### config.mk
export PLATFORM = sky130hd
export DESIGN_NAME = rvfi_commit_monitor
export DESIGN_NICKNAME = d
export VERILOG_FILES = /design/src/rtl/rvfi_commit_monitor.sv
export SDC_FILE = /design/constraint.sdc
export NUM_CORES = 1
export LEC_CHECK = 0
export BUFFER_PORTS_ARGS = -buffer_cell sky130_fd_sc_hd__buf_4
export CORE_ASPECT_RATIO = 0.7
export CORE_MARGIN = 4
export CORE_UTILIZATION = 30
export CTS_BUF_LIST = sky130_fd_sc_hd__clkbuf_16
export DETAILED_ROUTE_END_ITERATION = 10
export GPL_TIMING_DRIVEN = 0
export PLACE_DENSITY_LB_ADDON = 0.2
export SLEW_MARGIN = 25
export SYNTH_ARGS = -nofsm -noshare
export SYNTH_HDL_FRONTEND = slang
export SYNTH_SLANG_ARGS = --single-unit
### constraint.sdc
create_clock -name clk -period 5.2 [get_ports clk]
set_input_delay 1.3 -clock clk [delete_from_list [all_inputs] [get_ports clk]]
set_output_delay 1.3 -clock clk [all_outputs]
set_load 0.005 [all_outputs]
### src/rtl/rvfi_commit_monitor.sv
`default_nettype none
// ============================================================================
// Module   : rvfi_commit_monitor
// Purpose  : Multi-channel commit tracker for the RVFI monitor. Assigns a
//            monotonically increasing order to every retired instruction,
//            detects self-loop halts and flags traps, non-contiguous retire
//            slots and (optionally) commit starvation.
// Options  : RVFI_MON_WATCHDOG_EN - enables the idle-cycle watchdog that
//            drives 'timeout'; when undefined, 'timeout' is tied to 0.
// Revision : 1.0 - initial release
// ============================================================================
module rvfi_commit_monitor #(
    parameter int NRET        = 2,
    parameter int XLEN        = 32,
    parameter int ORDER_W     = 64,
    parameter int HALT_REPEAT = 2,
    parameter int TIMEOUT     = 100000
) (
    input  logic                        clk,
    input  logic                        rst,
    input  logic [NRET-1:0]             commit_valid,
    input  logic [NRET*XLEN-1:0]        commit_pc_rdata,
    input  logic [NRET*XLEN-1:0]        commit_pc_wdata,
    input  logic [NRET-1:0]             commit_trap,
    input  logic                        clear,
    output logic [NRET*ORDER_W-1:0]     order_out,
    output logic [ORDER_W-1:0]          order_next,
    output logic [$clog2(NRET+1)-1:0]   retire_cnt,
    output logic                        halt,
    output logic                        trap_seen,
    output logic                        gap_err,
    output logic                        timeout
);

    localparam int RCNT_W = $clog2(NRET + 1);
    localparam int LCNT_W = $clog2(HALT_REPEAT + 1);
    localparam logic [LCNT_W-1:0] c_HALT_MAX = LCNT_W'(HALT_REPEAT);

    logic [ORDER_W-1:0] r_order_q;
    logic [LCNT_W-1:0]  r_loop_cnt;
    logic               r_halt;
    logic               r_trap_seen;
    logic               r_gap_err;

    logic [RCNT_W-1:0]  w_prefix [NRET];
    logic [RCNT_W-1:0]  w_retire_cnt;
    logic [NRET-1:0]    w_self_loop;
    logic [LCNT_W-1:0]  w_loop_next;
    logic               w_trap;
    logic               w_gap;

    // Running count of valid channels below each slot; the final sum is the popcount
    always_comb begin
        logic [RCNT_W-1:0] v_acc;
        v_acc = '0;
        for (int i = 0; i < NRET; i++) begin
            w_prefix[i] = v_acc;
            v_acc       = v_acc + RCNT_W'(commit_valid[i]);
        end
        w_retire_cnt = v_acc;
    end

    generate
        for (genvar gi = 0; gi < NRET; gi++) begin : g_chan
            assign w_self_loop[gi] = (commit_pc_wdata[gi*XLEN +: XLEN] == commit_pc_rdata[gi*XLEN +: XLEN]);
            // Invalid slots still get the formula value; consumers ignore them
            assign order_out[gi*ORDER_W +: ORDER_W] = r_order_q + ORDER_W'(w_prefix[gi]);
        end
    endgenerate

    // Walk channels oldest-first so a later non-loop commit breaks an earlier loop run
    always_comb begin
        logic [LCNT_W-1:0] v_loop;
        v_loop = r_loop_cnt;
        for (int i = 0; i < NRET; i++) begin
            if (commit_valid[i]) begin
                if (w_self_loop[i]) begin
                    if (v_loop != c_HALT_MAX) begin
                        v_loop = v_loop + LCNT_W'(1);
                    end
                end else begin
                    v_loop = '0;
                end
            end
        end
        w_loop_next = v_loop;
    end

    // A valid mask is contiguous from bit 0 exactly when mask & (mask+1) is zero
    assign w_gap  = |(commit_valid & (commit_valid + NRET'(1)));
    assign w_trap = |(commit_valid & commit_trap);

    // Order counter, loop tracker and sticky flags; a same-cycle set beats clear
    always_ff @(posedge clk or negedge rst) begin
        if (!rst) begin
            r_order_q   <= '0;
            r_loop_cnt  <= '0;
            r_halt      <= 1'b0;
            r_trap_seen <= 1'b0;
            r_gap_err   <= 1'b0;
        end else begin
            r_order_q   <= r_order_q + ORDER_W'(w_retire_cnt);
            r_loop_cnt  <= w_loop_next;
            if (w_loop_next == c_HALT_MAX) begin
                r_halt <= 1'b1;
            end
            r_trap_seen <= w_trap | (r_trap_seen & ~clear);
            r_gap_err   <= w_gap  | (r_gap_err   & ~clear);
        end
    end

`ifdef RVFI_MON_WATCHDOG_EN
    localparam int IDLE_W = $clog2(TIMEOUT + 1);
    localparam logic [IDLE_W-1:0] c_TIMEOUT_MAX = IDLE_W'(TIMEOUT);

    logic [IDLE_W-1:0] r_idle_cnt;
    logic [IDLE_W-1:0] w_idle_next;
    logic              r_timeout;

    // Idle counter: cleared by any commit, saturating, frozen once halted
    always_comb begin
        w_idle_next = r_idle_cnt;
        if (!r_halt) begin
            if (|commit_valid) begin
                w_idle_next = '0;
            end else if (r_idle_cnt != c_TIMEOUT_MAX) begin
                w_idle_next = r_idle_cnt + IDLE_W'(1);
            end
        end
    end

    // Timeout fires on the edge the counter arrives at the limit, so a clear sticks
    always_ff @(posedge clk or negedge rst) begin
        if (!rst) begin
            r_idle_cnt <= '0;
            r_timeout  <= 1'b0;
        end else begin
            r_idle_cnt <= w_idle_next;
            r_timeout  <= ((w_idle_next == c_TIMEOUT_MAX) && (r_idle_cnt != c_TIMEOUT_MAX))
                          | (r_timeout & ~clear);
        end
    end

    assign timeout = r_timeout;
`else
    logic w_unused_timeout;
    assign w_unused_timeout = (TIMEOUT != 0);
    assign timeout          = 1'b0;
`endif

    assign order_next = r_order_q;
    assign retire_cnt = w_retire_cnt;
    assign halt       = r_halt;
    assign trap_seen  = r_trap_seen;
    assign gap_err    = r_gap_err;

endmodule
`default_nettype wire
; ---- After elaboration in Yosys (flattened, before gate mapping)
; Cells that the tools add are included.
[word_totals]
reg_bits = 69
out_inout_bits = 198
wordCells = 31
[classes]
n_addsub = 6
n_eq_ne = 5
mux = 6
bitwise_logic = 7
reduce_logical = 2
[op_table]
columns = cell, n
row1 = adder 64 x 1 -> 64 bit, 1
row2 = adder 64 x 2 -> 64 bit, 1
row3 = == test 32 bit, 2
row4 = two-way mux 2 bit, 6
row5 = "adder 2 x 1 -> 2 bit, second input constant", 3
row6 = AND 2 bit, 2
row7 = "!= test 2 bit, second input constant", 2
row8 = OR reduction 2 bit, 2
row9 = adder 1 x 1 -> 2 bit, 1
row10 = AND 1 bit, 2
row11 = "== test 2 bit, second input constant", 1
row12 = bitwise OR 1 bit, 2
row13 = inverter 1 bit, 1

; ---- Logic depth before layout (Yosys ltp)
[depth]
word_depth = 9
depth_mapped = 12

; ---- Least setup slack after synthesis
; No wires, ideal clock.
[synth_timing]
path_kind = input port to output port
startpoint = in commit_valid[0]
endpoint = out order_out[86]
arrival_ns = 2.787
path_slack_ns = 1.113
cell_stages = 7
path_buffers = 0
cell_sequence = ha_1 -> ha_1 -> nand3_1 -> or2_2 -> nor3_1 -> nand4_1 -> xnor2_1
[synth_via]
elab_chain_cells = 1
[synth_rtl]
columns = element, line
row1 = "start, declared", 21  ; input logic [NRET-1:0] commit_valid,
row2 = adder 64 x 1 -> 64 bit, 67  ; assign order_out[gi*ORDER_W +: ORDER_W] = r_order_q + ORDER_W'(w_prefix[gi]);
row3 = "end, declared", 26  ; output logic [NRET*ORDER_W-1:0] order_out,
; Every way passes these cells.

; ---- Worst setup path in the final report
[layout_timing]
startpoint = in commit_valid[0]
endpoint = out order_out[111]
; Same word-level chain as after synthesis.

==> parameters.txt <==
Parameter                              Value

Run status
  Outcome    completed

Timing
  Rel. slew slack    0.351
  Fin Setup TNS    0 ns
  Max Fclk    202 MHz
  Transition time at the pin with the least slew margin    0.967 ns
  Post-layout min period    4.94 ns
  Period Utilization, post-route    0.951
  Number of failing setup endpoints in the final timing report    0
  Final setup skew    0.0129 ns
  Count of final max-slew check failures    0
  Final Hold Fails    0
  RSZ-0062 raised after global routing    no

Place
  Final GP Congestion    0.878
  HPWL after DPL    16.9 mm
  IO Port Bufs    331
  Placed Instances    1194

Power
  Static Leak    4.69 nW
  Maximum ir drop on the vdd rail    0.147 mV
  Cell Pwr Density    214 nW/um^2

Hold path
  Type of the most critical hold path    flip-flop to flip-flop

Drt
  Number of search-and-repair iterations in the first detailed-routing pass    5
  Met3 routed WL    1.80 mm
  Wirelength per Cell    16.8 um
  Total wirelength of the detailed-routed design    20.3 mm
  Antenna Violating Nets Remaining    0
  Total via count in the routed design    5510
  Sum of routed wire segments on met1    8.92 mm
  Average vias per placed instance    4.55
  Uppermost layer routed    met4
  First DRT Iteration DRCs    271
  Met2 wirelength from detailed routing    9.29 mm
  DRC    0

Layout
  Multi-input gate area    3230 um^2
  Layout Area Growth over Synthesis    56.9%
  Most common cell after layout, fill and taps aside    buf_4
  Diode insertion count for antenna repair    0
  Fill count    1828
  Share of the core filled with cells in the final layout    0.482
  Proportion of layout cells with a drive suffix above 1    0.447
  Area taken by flip-flops and latches    1730 um^2
  Net count of the finished layout    1113
  Most frequent cells in the layout    buf_4, xor2_1, dfrtp_1
  Number of standard cells in the final layout excluding fillers    1210

Floorplanning
  Starting density of the core    0.307
  Rows    41
  Die span in y    122 um
  Die X    171 um
  I/O pin count    333
  CORE AREA    18100 um^2
  Die outline area    20800 um^2

Global routing
  Pin count of the biggest net entering global routing    70
  GR Overflow Total    0
  First-pass GRT wire length    30.9 mm
  Overall global routing resource usage    0.190
  Number of antenna violations at the first check in global routing    0
  Via count of the first global-routing pass    5406

Clock tree
  Master cell of the clock root buffer    clkbuf_16
  Hold-fix buffers, CTS    0
  Number of buffers inserted to repair setup after CTS    0
  Longest Clk Path Bufs    2
  Clock tree from TritonCTS    yes
  CTS H-tree depth    3
  Clock latency on the worst-skew pair    0.34 ns
  Clock net sink count    69
  Number of CTS-inserted buffers    9
  Post-CTS Resized    0
  Clock-pin slew of the registers on the worst-case setup and hold paths    0.06 ns

Synthesis
  Number of standard cells after synthesis    627
  Mean Syn Cell Area    8.84 um^2
  Number of nets produced by synthesis    771
  Yosys warning count    0
  Combined area of all synthesized cells    5550 um^2
  Cell variety after synth    41
  Flip-flop and latch count after synthesis    69
  Post-synth top flop    dfrtp_1
  Part of the Yosys area used for sequential elements    0.311
  Proportion of register bits with asynchronous set or reset after synthesis    1.00
  Number of enable-type register cells in the synthesized netlist    0

Setup path
  Reg-to-reg slack, setup    2.47 ns
  WS Path Type    input pin to output port
  Top cell by count, worst path    buf_4
  CP max stage delay    0.53 ns
  Cell chain of the critical path    buf_4 -> ha_1 -> and2_1 -> nand4_1 -> nor4_4 -> nand2_1 -> nor2_1 -> xor2_1 -> buf_4
  Arrival time at the worst endpoint    3.64 ns
  Crit-path max FO    7
  Required time of the critical path    3.90 ns
  WP buf/inv    2
  Cell with the biggest individual delay on the critical path    nor4_4
  Critical path endpoint category    output port
  Cell family contributing the most delay on the critical path    simple AND/OR/NAND/NOR gates
  Startpoint type of the worst setup path    input pin

Run
  Number of max-cap violations    0
==> final timing paths <==
check,from,to,cells past startpoint
max,commit_valid[0],order_out[111],9
min reg2reg,gap_err$_DFF_PN0_,gap_err$_DFF_PN0_,1
min in group asynchronous,rst,order_next[63]$_DFF_PN0_,1
min,gap_err$_DFF_PN0_,gap_err$_DFF_PN0_,1
max reg2reg,order_next[0]$_DFF_PN0_,order_next[54]$_DFF_PN0_,8
max in group asynchronous,rst,order_next[18]$_DFF_PN0_,1
==> area by class of cell <==
cell class | count | share of cell area
Clock inverter | 7 | 0.0168
Buffer | 77 | 0.0627
Inverter | 11 | 0.00475
Multi-Input combinational cell | 470 | 0.371
Tap cell | 236 | 0.0339
Sequential cell | 69 | 0.198
Timing Repair Buffer | 331 | 0.286
Clock buffer | 9 | 0.0259
==> per-stage QoR <==
step | power, W | hold WS, ns | setup WS (ns) | cell area (um^2)
4_1_cts | 0.00189 | 0.483 | 0.261 | 8700
3_5_place_dp | 0.00111 | 0.471 | 0.259 | 8330
2_1_floorplan | 0.000810 | 0.460 | 1.11 | 5550
5_1_grt | 0.00195 | 0.508 | 0.0717 | 8700
6_report | 0.00186 | 0.478 | 0.257 | 8700
3_3_place_gp | 0.00110 | 0.467 | 0.295 | 8330
==> registers in the layout (all words and copies together) (netlist names) <==
signal and flops:
gap_err 1, halt 1, order_next 64, r_loop_cnt 2
trap_seen 1
==> synth_stat cells (2+ instances only) <==
master / number / area share
inv_1: 11 / 0.0074
or2_2: 2 / 0.0023
nor4_2: 3 / 0.0068
nor4_1: 18 / 0.020
and4_1: 6 / 0.0095
nand4_1: 24 / 0.027
a21o_1: 2 / 0.0027
nand4_2: 2 / 0.0045
buf_4: 66 / 0.089
nand3_1: 32 / 0.029
ha_1: 8 / 0.018
clkbuf_1: 4 / 0.0027
or4_1: 2 / 0.0027
dfrtp_1: 69 / 0.31
nor2_2: 2 / 0.0023
nand2_1: 61 / 0.041
or2_1: 4 / 0.0045
and2_1: 6 / 0.0068
nor2b_1: 2 / 0.0023
xnor2_1: 67 / 0.11
xor2_1: 120 / 0.19
nor2_1: 58 / 0.039
nor3_1: 15 / 0.014
buf_2: 7 / 0.0063
nor4_4: 2 / 0.0077
and3_1: 19 / 0.021
==> logic make-up (layout without fill, tap and decap cells) <==
group / count (synthesis) / after routing / share of synthesized area
XOR/XNOR: 188 / 188 / 0.298
other: 1 / 1 / 0.000676
adder cells (fa/ha/maj): 9 / 9 / 0.0217
flip-flops: 69 / 69 / 0.311
AND/OR/NAND/NOR: 264 / 264 / 0.252
AO/OA/AOI/OAI: 8 / 8 / 0.0102
buffers and inverters: 88 / 435 / 0.106
==> metal layers <==
metal | vias to the layer above | global-route usage
met5 | - | 0
met4 | 0 | 0.0409
met3 | 18 | 0.0558
met2 | 238 | 0.297
met1 | 2542 | 0.261
li1 | 2712 | -
==> power by group <==
part	total [W]	internal (W)	switching [W]
logic	0.000463	0.000291	0.000172
registers	0.000626	0.000569	0.0000573
clock network	0.000770	0.000521	0.000250
total	0.00186	0.00138	0.000480
No activity file was read; power rests on OpenSTA's default activity.
